===== src/rtl/comparator.sv =====
// -----------------------------------------------------------------------------
// comparator
//   Registered RISC-V branch condition evaluator. It takes the ALU flags
//   (z, s, v, c) and the branch funct3. One clock later it reports whether the
//   branch is taken, whether the request was valid, and whether funct3 was an
//   unused encoding (010/011).
//
// Optional feature macro: COMPARATOR_STATS_EN
//   When this macro is defined, the module adds a saturating taken-branch
//   counter of width CNT_W and exposes it on the taken_count port.
//
// Ports
//   clk           : single clock, all state changes on the rising edge
//   rst_n         : asynchronous active-low reset
//   z, s, v, c    : ALU zero, sign, signed-overflow and carry (no borrow) flags
//   funct3        : branch selector (BEQ/BNE/BLT/BGE/BLTU/BGEU)
//   in_valid      : qualifies flags/funct3 this cycle
//   output_branch : registered taken decision (0 when not valid or illegal)
//   out_valid     : in_valid delayed by one cycle
//   illegal       : registered flag for funct3 010/011 with in_valid high
//   taken_count   : saturating taken count (only with COMPARATOR_STATS_EN)
// -----------------------------------------------------------------------------
module comparator #(
  parameter int CNT_W = 16
) (
  input  logic             clk,
  input  logic             rst_n,
  input  logic             z,
  input  logic             s,
  input  logic             v,
  input  logic             c,
  input  logic [2:0]       funct3,
  input  logic             in_valid,
  output logic             output_branch,
  output logic             out_valid,
`ifdef COMPARATOR_STATS_EN
  output logic             illegal,
  output logic [CNT_W-1:0] taken_count
`else
  output logic             illegal
`endif
);

  // Branch condition decode. Each case reads only the flags that its
  // condition needs, so the other flags cannot affect the result.
  function automatic logic branch_cond(input logic [2:0] f3, input logic fz,
                                       input logic fs, input logic fv,
                                       input logic fc);
    logic res;
    case (f3)
      3'b000:  res = fz;            // BEQ
      3'b001:  res = ~fz;           // BNE
      3'b100:  res = fs ^ fv;       // BLT
      3'b101:  res = ~(fs ^ fv);    // BGE
      3'b110:  res = ~fc;           // BLTU
      3'b111:  res = fc;            // BGEU
      default: res = 1'b0;          // 010, 011 and any unknown code
    endcase
    return res;
  endfunction

  // Unused funct3 encodings in the branch opcode space.
  function automatic logic is_illegal_f3(input logic [2:0] f3);
    logic res;
    case (f3)
      3'b010:  res = 1'b1;
      3'b011:  res = 1'b1;
      default: res = 1'b0;
    endcase
    return res;
  endfunction

  logic taken_s;
  logic illegal_s;
  logic branch_r;
  logic valid_r;
  logic illegal_r;

  // Qualified next-state values. Both are forced to 0 when in_valid is low.
  always_comb begin
    taken_s   = 1'b0;
    illegal_s = 1'b0;
    if (in_valid) begin
      taken_s   = branch_cond(funct3, z, s, v, c);
      illegal_s = is_illegal_f3(funct3);
    end else begin
      taken_s   = 1'b0;
      illegal_s = 1'b0;
    end
  end

  // Decision pipeline register. Reset clears it immediately, so any
  // decision that is still pending is discarded.
  always_ff @(posedge clk or negedge rst_n) begin
    if (!rst_n) begin
      branch_r  <= 1'b0;
      valid_r   <= 1'b0;
      illegal_r <= 1'b0;
    end else begin
      branch_r  <= taken_s;
      valid_r   <= in_valid;
      illegal_r <= illegal_s;
    end
  end

  assign output_branch = branch_r;
  assign out_valid     = valid_r;
  assign illegal       = illegal_r;

`ifdef COMPARATOR_STATS_EN
  localparam logic [CNT_W-1:0] CNT_MAX = {CNT_W{1'b1}};

  logic [CNT_W-1:0] count_r;

  // Saturating taken counter. Once it reaches all-ones it holds there.
  always_ff @(posedge clk or negedge rst_n) begin
    if (!rst_n) begin
      count_r <= {CNT_W{1'b0}};
    end else if (taken_s && (count_r != CNT_MAX)) begin
      count_r <= count_r + {{(CNT_W-1){1'b0}}, 1'b1};
    end else begin
      count_r <= count_r;
    end
  end

  assign taken_count = count_r;
`else
  // CNT_W only sizes the counter. Without the stats feature, this signal
  // keeps the parameter referenced.
  logic [CNT_W-1:0] unused_cnt_w_s;
  assign unused_cnt_w_s = {CNT_W{1'b0}};
`endif

endmodule


===== config.mk =====
export PLATFORM = sky130hd
export DESIGN_NAME = comparator
export DESIGN_NICKNAME = d
export VERILOG_FILES = /design/src/rtl/comparator.sv
export SDC_FILE = /design/constraint.sdc
export NUM_CORES = 1
export LEC_CHECK = 0
export CAP_MARGIN = 0
export CORE_AREA = 3 3 40 42
export DETAILED_ROUTE_END_ITERATION = 10
export DIE_AREA = 0 0 43 45
export SLEW_MARGIN = 20
export SYNTH_ARGS = -nofsm -noshare
export SYNTH_HDL_FRONTEND = slang
export SYNTH_SLANG_ARGS = --single-unit

===== constraint.sdc =====
create_clock -name clk -period 0.8 [get_ports clk]
set_clock_uncertainty 0.2 [all_clocks]
set_input_delay 0.2 -clock clk [delete_from_list [all_inputs] [get_ports clk]]
set_output_delay 0.2 -clock clk [all_outputs]
set_load 0.01 [all_outputs]

==> metrics.txt <==
status=finished, violations left; failing checks=negative hold slack, negative setup slack; io pins=13; post-synthesis mux area share=0%; Layout Cells excl Fill=46; TritonCTS clock tree=built; adder-cell share of the synthesized area=0%; Post-Place Cells=42; MaxCap Viol Count=0; TritonRoute pass-1 iters=1; setup bufs post-CTS=0; Placed Area=about 300 um2; port bufs=12; first-pass GRT wire length=approximately 620 um; Routed WL per cell=~9.5 um; final hold vios=3; Final Cycle Share=139%; slowest stage delay, CP=between 0.3 and 0.4 ns; total power=0.538 mW; relative slew slack=between 80% and 90%; largest family of logic cells by synthesized area=compound AO/OA/AOI/OAI gates; Area Growth Syn to Fin=105%; initial antenna violation count=0; core footprint=~0.0013 mm2; number of synthesized register bits=3; largest net degree at the start of global routing=6; Synth Flop Type=dfrtp_1; top-area cell type share of the netlist area=around half; count leader, synth=dfrtp_1; Period minus WS final=approximately 1.1 ns; CP top delay family=flip-flops; routability cong.=between 0.6 and 0.7; Starting Density=12.1%; Seq/Total Area, Yosys=slightly below 50%; most frequent cells after synthesis=dfrtp_1 (3), nand2_1 (2), nor2_1 (2); via count=approximately 170; Worst-path clk slew=0.04 ns; design area=about 320 um2; fill cell count=roughly 150; Max VDD drop=315 uV; grt ovf=0; vias in the first global route=approximately 140; f_max=about 900 MHz; cts bufs inserted=3; Cell Chain, Critical Path=buf_2; library cells used by synthesis=10; Post-synth EDFFs=0; DIE AREA=0.00194 mm2; global-route usage over all layers=5.52%; PwrDens=1690 mW/mm2; Synth Cell Area=about 160 um2; post-synthesis xor/xnor area fraction=15.3%; WS Path Type=register to primary output; Syn Nets=24; clock tree root buffer cell=clkbuf_4; Max FO, Critical Path=1; FF+latch area=~75 um2; residual DRC count=0; final setup vio count=4; Req. time, crit path=0.40 ns; vias per cell=between 3 and 4; unrepaired setup endpoints after global routing=yes; CTS sink cnt=3; Sum Neg Setup Slack=-1.04 ns; Worst Setup SP=out_valid; Synth area leaders=dfrtp_1 (48%), xor3_1 (15%), a21oi_2 (5.6%), o2bb2ai_1 (5.6%), a22oi_1 (4.8%); final worst slack=-0.311 ns; fin. max-slew vios=0; Post-synth ARST share=100%; Ant. Diodes=0; area of the multi-input gates=approximately 89 um2; clock buffer depth=2; Ys Warns=0; area leader, netlist=dfrtp_1; H-tree level count=1; WP buf/inv=1; CP max-delay cell=dfrtp_1; worst-margin pin slew=between 0.15 and 0.2 ns; post-route ant nets=0; hold_ws=-0.0514 ns; Synth Area in Simple Gates=a little over an eighth; die height=around 45 um; initial DRC count=0; leak pwr=around 0.15 nW; Crit. End Element=primary output; share of cells above drive strength 1=41.9%; post-synthesis compound-gate area fraction=approximately 23%; Data arrival, critical path=between 0.7 and 0.8 ns; Syn Inst Count=14; synthesized area per cell=11.1 um2; Core Rows=13; critical path startpoint category=register; Min-Delay Path Class=input pin to async pin; drt total wl=436 um; Post-layout nets=42; DIE WIDTH=roughly 43 um
==> path summary, 6_finish.rpt <==
kind / depth (start not counted) / to / slack, ns
hold / removal: 1 / output_branch / -0.05
max in group asynchronous: 1 / illegal / 0.31
setup / recovery: 1 / out_valid / -0.31
min in group clk: 1 / out_valid / 0.07
==> flip-flops by register name, summed over array words and instances (netlist names) <==
register / cells
illegal: 1
out_valid: 1
output_branch: 1
==> metrics by stage <==
step | utilization [%] | worst slack [ns]
2_1_floorplan | - | -0.269
3_3_place_gp | 23.5 | -0.795
3_5_place_dp | 23.5 | -0.799
4_1_cts | 23.5 | -0.324
5_1_grt | 24.7 | -0.336
6_report | 24.7 | -0.311
==> logic make-up after synthesis <==
logic type	count (synthesis)
and+or+nand+nor	5
AOI/OAI and AO/OA	5
xor gates and xnor gates	1
DFF	3
==> metal layers <==
metal,GRT usage [%],part of all wire [%],routed length (um),vias up
li1,-,-,-,83
met1,5.85,42,185,68
met2,4.49,35,153,15
met3,4.78,18,79,2
met4,9.04,3.9,17,0
met5,0,0,0,-
==> repair_timing <==
action | in CTS | in global routing
endpoints found under the hold margin | 3 | 3
endpoints found under the setup margin | 5 | 4
gates resized for setup | 32 | 4
cloned | 0 | 0
pin swaps | 6 | 1
==> where the power goes <==
part / switching (mW) / internal [mW]
clock: 0.0806 / 0.187
sequential: 0.00197 / 0.161
combinational: 0.0428 / 0.0647
==> cell usage in the layout (no fill, tap or decap), drive strengths merged <==
| cell type | netlist | routed |
|---|---|---|
| buf | 0 | 7 |
| dlygate4sd2 | 0 | 4 |
| clkbuf | 0 | 4 |
| dfrtp | 3 | 3 |
| nand2 | 2 | 2 |
| nor2 | 2 | 2 |
| o21ai | 2 | 2 |
| o2bb2ai | 1 | 1 |
| a22oi | 1 | 1 |
| nand2b | 1 | 1 |
| xor3 | 1 | 1 |
| a21oi | 1 | 1 |
| clkdlybuf4s15 | 0 | 1 |
| clkdlybuf4s50 | 0 | 1 |
==> cell type report <==
cell class | instances | area share [%]
clock buffers | 4 | 8.27
flip-flops and latches | 3 | 23.6
well taps | 15 | 5.91
repair buffers | 13 | 34.3
multi-input cells | 11 | 28.0
No activity file was read; power rests on OpenSTA's default activity.
